[config.mk]
export PLATFORM = sky130hd
export DESIGN_NAME = cordic_engine
export DESIGN_NICKNAME = d
export VERILOG_FILES = /design/src/rtl/cordic_engine.sv
export SDC_FILE = /design/constraint.sdc
export NUM_CORES = 1
export LEC_CHECK = 0
export CAP_MARGIN = 10
export CORE_MARGIN = 2
export CORE_UTILIZATION = 35
export DETAILED_ROUTE_END_ITERATION = 6
export PLACE_DENSITY = 0.64
export SLEW_MARGIN = 10
export SYNTH_ARGS = -nofsm -noshare
export SYNTH_HDL_FRONTEND = slang
export SYNTH_SLANG_ARGS = --single-unit
export TNS_END_PERCENT = 100
[constraint.sdc]
create_clock -name clk -period 5 [get_ports clk]
set_clock_uncertainty 0.05 [all_clocks]
set_input_delay 1.25 -clock clk [delete_from_list [all_inputs] [get_ports clk]]
set_output_delay 1.25 -clock clk [all_outputs]
set_load 0.02 [all_outputs]
[src/rtl/cordic_engine.sv]
// Iterative single-channel CORDIC: quadrant pre-rotation at accept, then one
// micro-rotation per clock in rotation (z -> 0) or vectoring (y -> 0) mode.
module cordic_engine #(
    parameter int WIDTH = 16,
    parameter int ITERS = 16,
    parameter int ZW    = 18
) (
    input  logic                    clk,
    input  logic                    rst_n,
    input  logic                    in_valid,
    output logic                    in_ready,
    input  logic                    in_mode,
    input  logic signed [WIDTH-1:0] in_x,
    input  logic signed [WIDTH-1:0] in_y,
    input  logic signed [ZW-1:0]    in_z,
    output logic                    out_valid,
    input  logic                    out_ready,
    output logic signed [WIDTH+1:0] out_x,
    output logic signed [WIDTH+1:0] out_y,
    output logic signed [ZW-1:0]    out_z
);
    localparam int XW = WIDTH + 2;
    localparam int CW = (ITERS > 1) ? $clog2(ITERS) : 1;
    localparam logic signed [ZW-1:0] Q90  = ZW'(65536);
    localparam logic [CW-1:0]        LAST = CW'(ITERS - 1);

    typedef enum logic [1:0] {IDLE, RUN, DONE} state_t;

    state_t               state, state_nxt;
    logic signed [XW-1:0] x, y, xe, ye, xp, yp, xs, ys, xn, yn;
    logic signed [ZW-1:0] z, zp, zn, g;
    logic                 mode, d;
    logic [CW-1:0]        i;

    // round(atan(2^-k) * 2^17 / pi); entries past 16 round to zero
    function automatic logic [16:0] gamma_val(input int k);
        case (k)
            0:       return 17'h08000;
            1:       return 17'h04B90;
            2:       return 17'h027ED;
            3:       return 17'h01444;
            4:       return 17'h00A2C;
            5:       return 17'h00517;
            6:       return 17'h0028C;
            7:       return 17'h00146;
            8:       return 17'h000A3;
            9:       return 17'h00051;
            10:      return 17'h00029;
            11:      return 17'h00014;
            12:      return 17'h0000A;
            13:      return 17'h00005;
            14:      return 17'h00003;
            15:      return 17'h00001;
            16:      return 17'h00001;
            default: return 17'h00000;
        endcase
    endfunction

    assign xe = {{2{in_x[WIDTH-1]}}, in_x};
    assign ye = {{2{in_y[WIDTH-1]}}, in_y};

    // Fold the operand into the right half-plane (+-90 deg) so the
    // micro-rotations, which cover about +-99.9 deg, can converge.
    always_comb begin
        xp = xe;
        yp = ye;
        zp = in_z;
        if (!in_mode) begin
            if (in_z > Q90) begin
                xp = -ye; yp = xe; zp = in_z - Q90;
            end else if (in_z < -Q90) begin
                xp = ye; yp = -xe; zp = in_z + Q90;
            end
        end else if (xe[XW-1]) begin
            if (!ye[XW-1]) begin
                xp = ye; yp = -xe; zp = in_z + Q90;
            end else begin
                xp = -ye; yp = xe; zp = in_z - Q90;
            end
        end
    end

    always_comb begin
        d  = mode ? y[XW-1] : !z[ZW-1];
        xs = x >>> i;
        ys = y >>> i;
        g  = ZW'(gamma_val(int'(i)));
        xn = d ? x - ys : x + ys;
        yn = d ? y + xs : y - xs;
        zn = d ? z - g  : z + g;
    end

    always_ff @(posedge clk) begin
        if (!rst_n) state <= IDLE;
        else        state <= state_nxt;
    end

    always_comb begin
        state_nxt = state;
        in_ready  = (state == IDLE);
        out_valid = (state == DONE);
        case (state)
            IDLE:    if (in_valid) state_nxt = RUN;
            RUN:     if (i == LAST) state_nxt = DONE;
            DONE:    if (out_ready) state_nxt = IDLE;
            default: state_nxt = IDLE;
        endcase
    end

    always_ff @(posedge clk) begin
        if (!rst_n) begin
            x    <= '0;
            y    <= '0;
            z    <= '0;
            i    <= '0;
            mode <= 1'b0;
        end else begin
            case (state)
                IDLE: if (in_valid) begin
                    x    <= xp;
                    y    <= yp;
                    z    <= zp;
                    mode <= in_mode;
                    i    <= '0;
                end
                RUN: begin
                    x <= xn;
                    y <= yn;
                    z <= zn;
                    i <= i + 1'b1;
                end
                default: ;
            endcase
        end
    end

    assign out_x = x;
    assign out_y = y;
    assign out_z = z;
endmodule

==> results of run 1 <==
==> routing by layer <==
metal	GRT usage	up-vias	wire length [µm]
met5	0	-	0
met4	0.0982	0	1740
met3	0.0454	88	2950
met2	0.394	519	17900
met1	0.310	5517	16200
li1	-	5496	-
==> critical path, stage by stage (launching register included) <==
cell	delay [ps]
dfxtp_4	490
buf_4	270
mux4_2	540
a22oi_1	260
o21a_1	220
ha_1	170
and2_1	210
a21oi_1	100
xnor2_1	260
ha_1	340
a21o_1	230
a21o_1	190
a22oi_1	230
a21oi_1	140
o31a_1	340
a31oi_1	250
a211oi_1	90
nor4_2	270
==> cell families after synthesis <==
family | synth area share
adders and majority gates | 0.0864
buffers and inverters | 0.0621
DFF | 0.144
and+or+nand+nor | 0.211
AOI/OAI and AO/OA | 0.294
muxes | 0.114
xor gates and xnor gates | 0.0885
==> how the worst max path moves through the flow <==
stage,cells past startpoint,slack (ps),to,from
6_report,17,240,out_x[17],i[0]
5_1_grt,18,-2,out_y[15],i[0]
3_5_place_dp,15,90,out_y[16],i[0]
4_1_cts,15,70,out_y[16],i[0]
2_1_floorplan,18,640,out_y[16],i[0]
3_3_place_gp,15,170,out_y[16],i[0]
==> state kept, by name (all words and copies together), names as in the netlist <==
| name | cells |
|---|---|
| mode | 1 |
| out_x | 18 |
| state | 2 |
| out_y | 18 |
| i | 4 |
| g | 16 |
| out_z | 18 |
==> cell usage in the layout, fill, tap and decap left out, types with 49 or more instances in the layout <==
cell type / n
clkdlybuf4s50_1: 109
dfxtp_1: 74
nor2_1: 143
a21oi_1: 109
nand2_1: 133
o21ai_0: 93
xnor2_1: 59
ha_1: 69
xor2_1: 49
buf_4: 69
==> stage by stage <==
step	TNS [ps]	setup slack, ps	util
detailed placement	0	85.7	0.412
CTS	0	67.2	0.422
finish	0	240	0.424
global placement	0	169	0.412
floorplan	0	640	-
global route	-2.34	-2.34	0.424
==> report_power, final <==
group / switching [mW] / total (mW) / internal, mW
logic: 2.55 / 4.58 / 2.03
clock network: 0.283 / 0.649 / 0.366
registers: 0.318 / 1.07 / 0.749
total: 3.15 / 6.30 / 3.15
==> what timing repair did <==
item / in CTS / in global routing
hold buffers: 0 / 0
gates resized for setup: 0 / 8
setup buffers: 0 / 4
endpoints found under the setup margin: 0 / 11
hold endpoints to repair: 0 / 0
==> layout make-up <==
cell class | instances | area share
Multi-Input combinational cell | 1192 | 0.674
Timing Repair Buffer | 181 | 0.130
Sequential cell | 77 | 0.122
Tap cell | 390 | 0.0386
Clock buffer | 12 | 0.0203
Inverter | 43 | 0.0128
Clock inverter | 4 | 0.00237
==> metrics.md, run 1 <==
| Metric | Value |
|---|---|
| Status | `completed` |
| WHS | `457 ps` |
| Max-cap violations | `0` |
| Min-delay src | `mode` |
| Area contributors post-synth | `dfxtp_1 14%, ha_1 8.1%, mux4_2 7.0%` |
| NumNets Final | `1,631` |
| Worst Setup Path Type | `register to register` |
| Reg2reg path depth | `17` |
| Vias in the first global route | `10,800` |
| Seq/Total Area, Yosys | `0.144` |
| GPL Wtd Cong | `0.967` |
| Ys flop type | `dfxtp_1` |
| VDD IR max | `0.245 mV` |
| Port bufs | `110` |
| Post-Layout Cell Count | `1,899` |
| Die W | `179 µm` |
| Final Instance Area | `12,700 µm²` |
| FF-to-FF End | `out_x[17]` |
| Final ANT Viol Nets | `0` |
| Die ar. | `31,900 µm²` |
| Diodes inserted | `0` |
| CTS Sinks | `77` |
| Fin. Hold Viols | `0` |
| Tcrit/Tclk final | `0.952` |
| Cts bufs inserted | `9` |
| Skew-Pair Late Insertion Delay | `360 ps` |
| DP Area | `12,300 µm²` |
| Row count | `63` |
| Share of layout cells above drive strength 1 | `0.110` |
| Gate Count Post-Synth | `1,421` |
| Layout area overhead | `18.5%` |
| Element type at the critical path end | `register` |
| Drt via density | `6.12` |
| Worst-path fanout max | `15` |
| Detailed placement HPWL | `29,700 µm` |
| Post-synth top cells | `144 x nor2_1, 133 x nand2_1, 110 x a21oi_1, 93 x o21ai_0, 83 x clkbuf_1` |
| WHS Endpoint | `mode` |
| # DRC | `0` |
| Root Buffer | `clkbuf_16` |
| WP data required | `5210 ps` |
| Power Total | `6.30 mW` |
| Yosys top cell area share | `0.144` |
| Initial core utilization | `0.358` |
| Boundary Pins | `111` |
| Die extent in y | `179 µm` |
| Startpoint class of the critical path | `register` |
| Initial DRC count | `842` |
| Syn_area_per_cell | `7.52 µm²` |
| Unique masters post-synth | `93` |
| Async set-reset flop share out of synthesis | `0` |
| Max Slew Vio Count | `0` |
| Vias | `11,600` |
| First-pass GRT wire length | `60,100 µm` |
| Total GRT Usage | `0.240` |
| Crit path DAT | `4970 ps` |
| Pre-antenna DRT Iters | `7` |
| Fillers | `3,009` |
| Post-synthesis cell area | `10,700 µm²` |
| Worst-Margin Slew | `892 ps` |
| Post-Route WL | `38,800 µm` |
| Remaining Overflow, GRT | `0` |
| Post-layout min period | `4760 ps` |
| LEAKAGE | `4.92 nW` |
| Area of the core | `29,900 µm²` |
| Reg2reg start | `i[0]` |
| Post-synth EDFFs | `0` |
| Syn nets | `1,548` |
| CTS H-tree lvls | `3` |
| Multi-input gate area | `8530 µm²` |
| WL/cell | `20.4 µm` |
| Reg2Reg Setup Slack | `240 ps` |
| CTS clk-pin slew, worst paths | `60 ps` |
| CTS tree | `yes` |
| Dpl cells | `1,879` |
| Area leader, netlist | `dfxtp_1` |
| Max Buffers Root-to-Sink | `2` |
| Relative slew margins | `0.405` |
| Hold path cells | `2` |
| Reg area | `1550 µm²` |
| Number of warnings issued by yosys | `0` |
| Largest net degree at the start of global routing | `61` |
| Top-count cell post-synth | `nor2_1` |
| #FFs+latches synth | `77` |
| Initial antenna violation count | `0` |
| Pwr dens | `497 nW/µm²` |
| Highest clock rate | `0.210 GHz` |
| HP Class | `register to register` |
| Final setup fails | `0` |
Note: power is estimated with default switching activity, not from simulation.
==> inputs of run 2 (changes only) <==
--- a/config.mk
+++ b/config.mk
@@ -6,6 +6,7 @@
 export NUM_CORES = 1
 export LEC_CHECK = 0
 export CAP_MARGIN = 10
+export CORE_ASPECT_RATIO = 0.5
 export CORE_MARGIN = 2
 export CORE_UTILIZATION = 35
 export DETAILED_ROUTE_END_ITERATION = 6
==> run 2 against run 1 <==
Effect of this change:
- design area grew 0.39%
- power shrank 0.17%
- first-iteration DRC count grew 33%
- sequential power grew 4%
- critical path type unchanged
- critical path depth grew 3
- highest routed layer unchanged
- sequential share of layout area is essentially flat
- global-route usage shrank 0.18 points
- die area grew 0.27%
- cell count grew 0.58%
- clock-buffer cell count is the same
==> metrics.md, run 2 (synthesized netlist as in run 1, its figures left out) <==
| Metric | Value |
|---|---|
| Status | `completed` |
| Post-Route WL | `39,000 µm` |
| Pwr dens | `495 nW/µm²` |
| CTS Sinks | `77` |
| # DRC | `0` |
| LEAKAGE | `4.94 nW` |
| Die W | `251 µm` |
| CTS clk-pin slew, worst paths | `60 ps` |
| Worst Setup Path Type | `register to register` |
| Max Buffers Root-to-Sink | `2` |
| Highest clock rate | `0.216 GHz` |
| CP Cell Sequence | `buf_12, buf_4, buf_4, o21ai_0, and2_1, a211oi_1, a221oi_1, buf_4, a41oi_1, nand2b_1, xor2_1, ha_1, a21o_1, a21oi_1, o21ai_0, a211o_1, a211o_1, a21oi_1, o32a_1, nand2_1` |
| Tcrit/Tclk final | `0.925` |
| Boundary Pins | `111` |
| Detailed placement HPWL | `29,400 µm` |
| Final ANT Viol Nets | `0` |
| Sequential share of power | `0.177` |
| Remaining Overflow, GRT | `0` |
| Worst path slowest cell | `dfxtp_4` |
| Max Slew Vio Count | `0` |
| Max-cap violations | `0` |
| Port bufs | `110` |
| Crit-path max cell delay | `400 ps` |
| Root Buffer | `clkbuf_16` |
| Total GRT Usage | `0.238` |
| Post-Layout Cell Count | `1,910` |
| Vias in the first global route | `10,500` |
| Final setup fails | `0` |
| Initial DRC count | `1,123` |
| Sw power | `3.12 mW` |
| Critical path's top delay family | `compound AO/OA/AOI/OAI gates` |
| Largest net degree at the start of global routing | `61` |
| NumNets Final | `1,633` |
| Pre-antenna DRT Iters | `5` |
| Die ar. | `32,000 µm²` |
| Combinational Power Share | `0.713` |
| VDD IR max | `0.264 mV` |
| Worst-path fanout max | `11` |
| Post-layout min period | `4630 ps` |
| CP bufs+invs | `4` |
| Layout area overhead | `18.9%` |
| Fillers | `3,130` |
| TNS Setup | `0 ps` |
| Initial antenna violation count | `0` |
| Place WS | `137 ps` |
| RSZ-0062 raised after global routing | `false` |
| Power Total | `6.29 mW` |
| WHS | `456 ps` |
| WL/cell | `20.4 µm` |
| Relative slew margins | `0.444` |
| Startpoint class of the critical path | `register` |
| Commonest non-fill, non-tap cell in the layout | `nor2_1` |
| Skew-Pair Late Insertion Delay | `350 ps` |
| Worst setup margin | `374 ps` |
| Element type at the critical path end | `register` |
| Vias | `11,500` |
| Most frequent cells in the layout | `143 x nor2_1, 133 x nand2_1, 109 x a21oi_1, 109 x clkdlybuf4s50_1, 93 x o21ai_0` |
| First-pass GRT wire length | `60,100 µm` |
| Area of the core | `30,200 µm²` |
| Internal power | `3.16 mW` |
| Share of layout cells above drive strength 1 | `0.111` |
| Crit path DAT | `4820 ps` |
| Switching share of total power | `0.497` |
| Worst-Margin Slew | `833 ps` |
| Fin. Hold Viols | `0` |
| GPL Wtd Cong | `0.988` |
| Drt via density | `6.02` |
| Dpl cells | `1,886` |
| WP data required | `5190 ps` |
| CTS H-tree lvls | `3` |
| Cts bufs inserted | `9` |
| Diodes inserted | `0` |
| Initial core utilization | `0.354` |
| Die extent in y | `128 µm` |
| Clk pwr share | `0.110` |
| HP Class | `register to register` |
| Cts hold-fix bufs | `0` |
| Row count | `45` |
| CP most frequent cell | `buf_4` |
| CTS tree | `yes` |
run 2: cell types whose count changed in the layout (fill, tap and decap cells not counted):
cell | previous run | this run
buf_4 | 69 | 71
bufinv_16 | 0 | 1
nor2b_1 | 8 | 9
buf_6 | 1 | 0
nor2b_2 | 1 | 0
nor4_4 | 1 | 0
buf_12 | 1 | 2
nor4_2 | 1 | 2
clkinv_2 | 1 | 0
run 2: tightest hold or removal path, stage by stage (launching register included):
cell and delay (ps):
dfxtp_1 340, nand2_1 70, a21oi_1 50
run 2: worst paths after layout:
check,startpoint,endpoint,slack [ps],cells after the start
setup / recovery,i[0],out_y[17],370,20
hold / removal,mode,mode,460,2
setup reg to reg,i[0],out_y[17],370,20
hold reg to reg,mode,mode,460,2
run 2: final cells by class:
type | count | area, µm² | share of cell area
multi-input cells | 1192 | 8510 | 0.670
repair buffers | 183 | 1670 | 0.131
flip-flops and latches | 77 | 1550 | 0.122
well taps | 399 | 499 | 0.0393
clock buffers | 12 | 256 | 0.0202
inverters | 43 | 161 | 0.0127
clock inverters | 4 | 55.1 | 0.00433
run 2: layer usage:
| layer | up-vias | global-route usage | part of all wire |
|---|---|---|---|
| li1 | 5495 | - | - |
| met4 | 0 | 0.0889 | 0.040 |
| met2 | 501 | 0.370 | 0.43 |
| met1 | 5426 | 0.328 | 0.45 |
| met3 | 82 | 0.0485 | 0.084 |
| met5 | - | 0 | 0 |
run 2: metrics by stage:
stage	cell area, µm²	util
after detailed placement	12300	0.408
final	12700	0.421
after global placement	12300	0.408
after floorplan	10700	-
after CTS	12600	0.418
after global routing	12700	0.421
run 2: power by group through the flow:
stage | registers, mW | logic (mW) | clock network, mW
after detailed placement | 1.10 | 4.37 | 0
after CTS | 1.09 | 4.41 | 0.704
final | 1.11 | 4.48 | 0.693
after global placement | 1.11 | 4.38 | 0
after global routing | 1.11 | 4.92 | 0.729
after floorplan | 1.07 | 3.09 | 0
run 2: repair_timing:
item / in CTS / in global routing
setup endpoints to repair: 0 / 8
buffers inserted: 0 / 8
gates resized for setup: 0 / 5
==> inputs of run 3 (changes only) <==
--- a/config.mk
+++ b/config.mk
@@ -6,11 +6,13 @@
 export NUM_CORES = 1
 export LEC_CHECK = 0
 export CAP_MARGIN = 10
+export CELL_PAD_IN_SITES_DETAIL_PLACEMENT = 1
+export CELL_PAD_IN_SITES_GLOBAL_PLACEMENT = 2
 export CORE_ASPECT_RATIO = 0.5
 export CORE_MARGIN = 2
-export CORE_UTILIZATION = 35
+export CORE_UTILIZATION = 34
 export DETAILED_ROUTE_END_ITERATION = 6
-export PLACE_DENSITY = 0.64
+export PLACE_DENSITY = 0.92
 export SLEW_MARGIN = 10
 export SYNTH_ARGS = -nofsm -noshare
 export SYNTH_HDL_FRONTEND = slang
==> run 3 against run 2 <==
Effect of this change:
- combinational power is 9.6% higher
- routed wire length is 22% higher
- highest routed layer unchanged
- critical path type is now primary input to register
- largest cell class unchanged
- largest power group unchanged
- worst setup slack worse by 240 ps
==> metrics.md, run 3 (synthesized netlist as in run 1, its figures left out) <==
| Metric | Value |
|---|---|
| Reg2reg path depth | `17` |
| Remaining Overflow, GRT | `0` |
| CTS tree | `yes` |
| NumNets Final | `1,648` |
| Total GRT Usage | `0.288` |
| Max Slew Vio Count | `0` |
| Initial antenna violation count | `1` |
| LEAKAGE | `5.00 nW` |
| Final setup fails | `0` |
| Element type at the critical path end | `register` |
| Root Buffer | `clkbuf_16` |
| Die W | `255 µm` |
| Power Total | `6.65 mW` |
| # DRC | `0` |
| Sw power | `3.51 mW` |
| Crit-path max cell delay | `710 ps` |
| Row count | `45` |
| Final ANT Viol Nets | `0` |
| Initial DRC count | `1,184` |
| Cts bufs inserted | `9` |
| Worst-Margin Slew | `861 ps` |
| Post-layout min period | `4870 ps` |
| Relative slew margins | `0.426` |
| Status | `completed` |
| Pwr dens | `519 nW/µm²` |
| Combinational Power Share | `0.738` |
| Reg2reg start | `i[0]` |
| Initial core utilization | `0.349` |
| Dpl cells | `1,925` |
| Largest net degree at the start of global routing | `49` |
| CP Cell Sequence | `clkdlybuf4s50_1, inv_1, ha_1, or4b_2, nor4_1, nand2_1, nand2_1, xor2_1, a211oi_1, nor3_1, o32ai_1` |
| Area of the core | `30,600 µm²` |
| Pre-antenna DRT Iters | `5` |
| Layout area overhead | `20.0%` |
| Die extent in y | `129 µm` |
| Clk pwr share | `0.097` |
| Worst setup margin | `132 ps` |
| Critical path origin | `in_x[1]` |
| Critical path endpoint | `out_y[14]` |
| WP data required | `5150 ps` |
| Met3 wire len | `4500 µm` |
| Place WS | `-42.1 ps` |
| WL/cell | `24.4 µm` |
| Diodes inserted | `0` |
| Worst Setup Path Type | `primary input to register` |
| Fin. Hold Viols | `0` |
| FF-to-FF End | `out_x[16]` |
| Worst-path fanout max | `5` |
| Commonest non-fill, non-tap cell in the layout | `nor2_1` |
| CTS clk-pin slew, worst paths | `70 ps` |
| Sequential share of power | `0.165` |
| First-pass GRT wire length | `73,000 µm` |
| Post-Layout Cell Count | `1,948` |
| Skew-Pair Late Insertion Delay | `360 ps` |
| Reg2Reg Setup Slack | `220 ps` |
| Startpoint class of the critical path | `primary input` |
| Port bufs | `110` |
| Vias | `12,100` |
| Max-cap violations | `0` |
| Boundary Pins | `111` |
| Post-Route WL | `47,600 µm` |
| Cts hold-fix bufs | `0` |
| M1 WL | `22,300 µm` |
| Drt via density | `6.23` |
| Internal power | `3.14 mW` |
| Core Util, Final | `0.419` |
| CTS H-tree lvls | `3` |
| Switching share of total power | `0.528` |
| Die ar. | `32,900 µm²` |
| Worst path slowest cell | `nor4_1` |
| Tcrit/Tclk final | `0.974` |
| Detailed placement HPWL | `36,700 µm` |
| Most frequent cells in the layout | `142 x nor2_1, 133 x nand2_1, 109 x a21oi_1, 108 x clkdlybuf4s50_1, 92 x o21ai_0` |
| CTS Sinks | `77` |
| GPL Wtd Cong | `0.979` |
| Crit path DAT | `5020 ps` |
| Met2 wire len | `20,200 µm` |
| Highest clock rate | `0.205 GHz` |
| Vias in the first global route | `12,000` |
| HP Class | `register to register` |
| Max Buffers Root-to-Sink | `2` |
| Top sig layer | `met4` |
| Share of layout cells above drive strength 1 | `0.123` |
| VDD IR max | `0.201 mV` |
| CP most frequent cell | `nand2_1` |
| Fillers | `3,807` |
-- run 3: worst min path at each step --
stage / cells after the start / endpoint / from
global placement: 2 / out_z[5] / out_z[5]
finish: 2 / out_z[5] / out_z[5]
CTS: 2 / out_z[5] / out_z[5]
floorplan: 2 / mode / mode
detailed placement: 2 / out_z[5] / out_z[5]
global route: 2 / out_z[11] / out_z[11]
-- run 3: routing by layer --
layer  track usage  vias up
li1              -     5511
met1         0.418     6048
met2         0.439      517
met3        0.0637       54
met4        0.0523        0
met5             0        -
-- run 3: timing repair --
| item | CTS | global route |
|---|---|---|
| endpoints found under the setup margin | 3 | 10 |
| setup buffers | 0 | 8 |
| resized for setup | 2 | 13 |
-- run 3: metrics by stage --
step           setup TNS [ps]  cell area, µm²  hold slack [ps]
3_5_place_dp             -105           12400              462
4_1_cts                     0           12700              474
5_1_grt                 -13.5           12800              507
2_1_floorplan               0           10700              414
6_report                    0           12800              482
3_3_place_gp                0           12400              454
-- run 3: area by class of cell --
type	count	area, µm²	area share
clock inverter	4	25.0	0.00195
timing repair buffer	198	1780	0.139
sequential	77	1550	0.121
multi-input combinational	1192	8530	0.665
inverter	43	161	0.0126
tap	423	529	0.0413
clock buffer	11	243	0.0189
-- run 3: power by group through the flow --
stage	clock [mW]	sequential, mW	combinational (mW)
floorplan	0	1.07	3.09
global placement	0	1.08	4.54
detailed placement	0	1.08	4.69
CTS	0.639	1.07	4.76
global route	0.664	1.10	5.30
finish	0.642	1.10	4.91
-- run 3: critical path: cells and delay by family --
family                   cells  cell delay [ps]
AND/OR/NAND/NOR              5             2490
buffers and inverters        2              630
AO/OA/AOI/OAI                2              280
adder cells (fa/ha/maj)      1              220
XOR/XNOR                     1              150
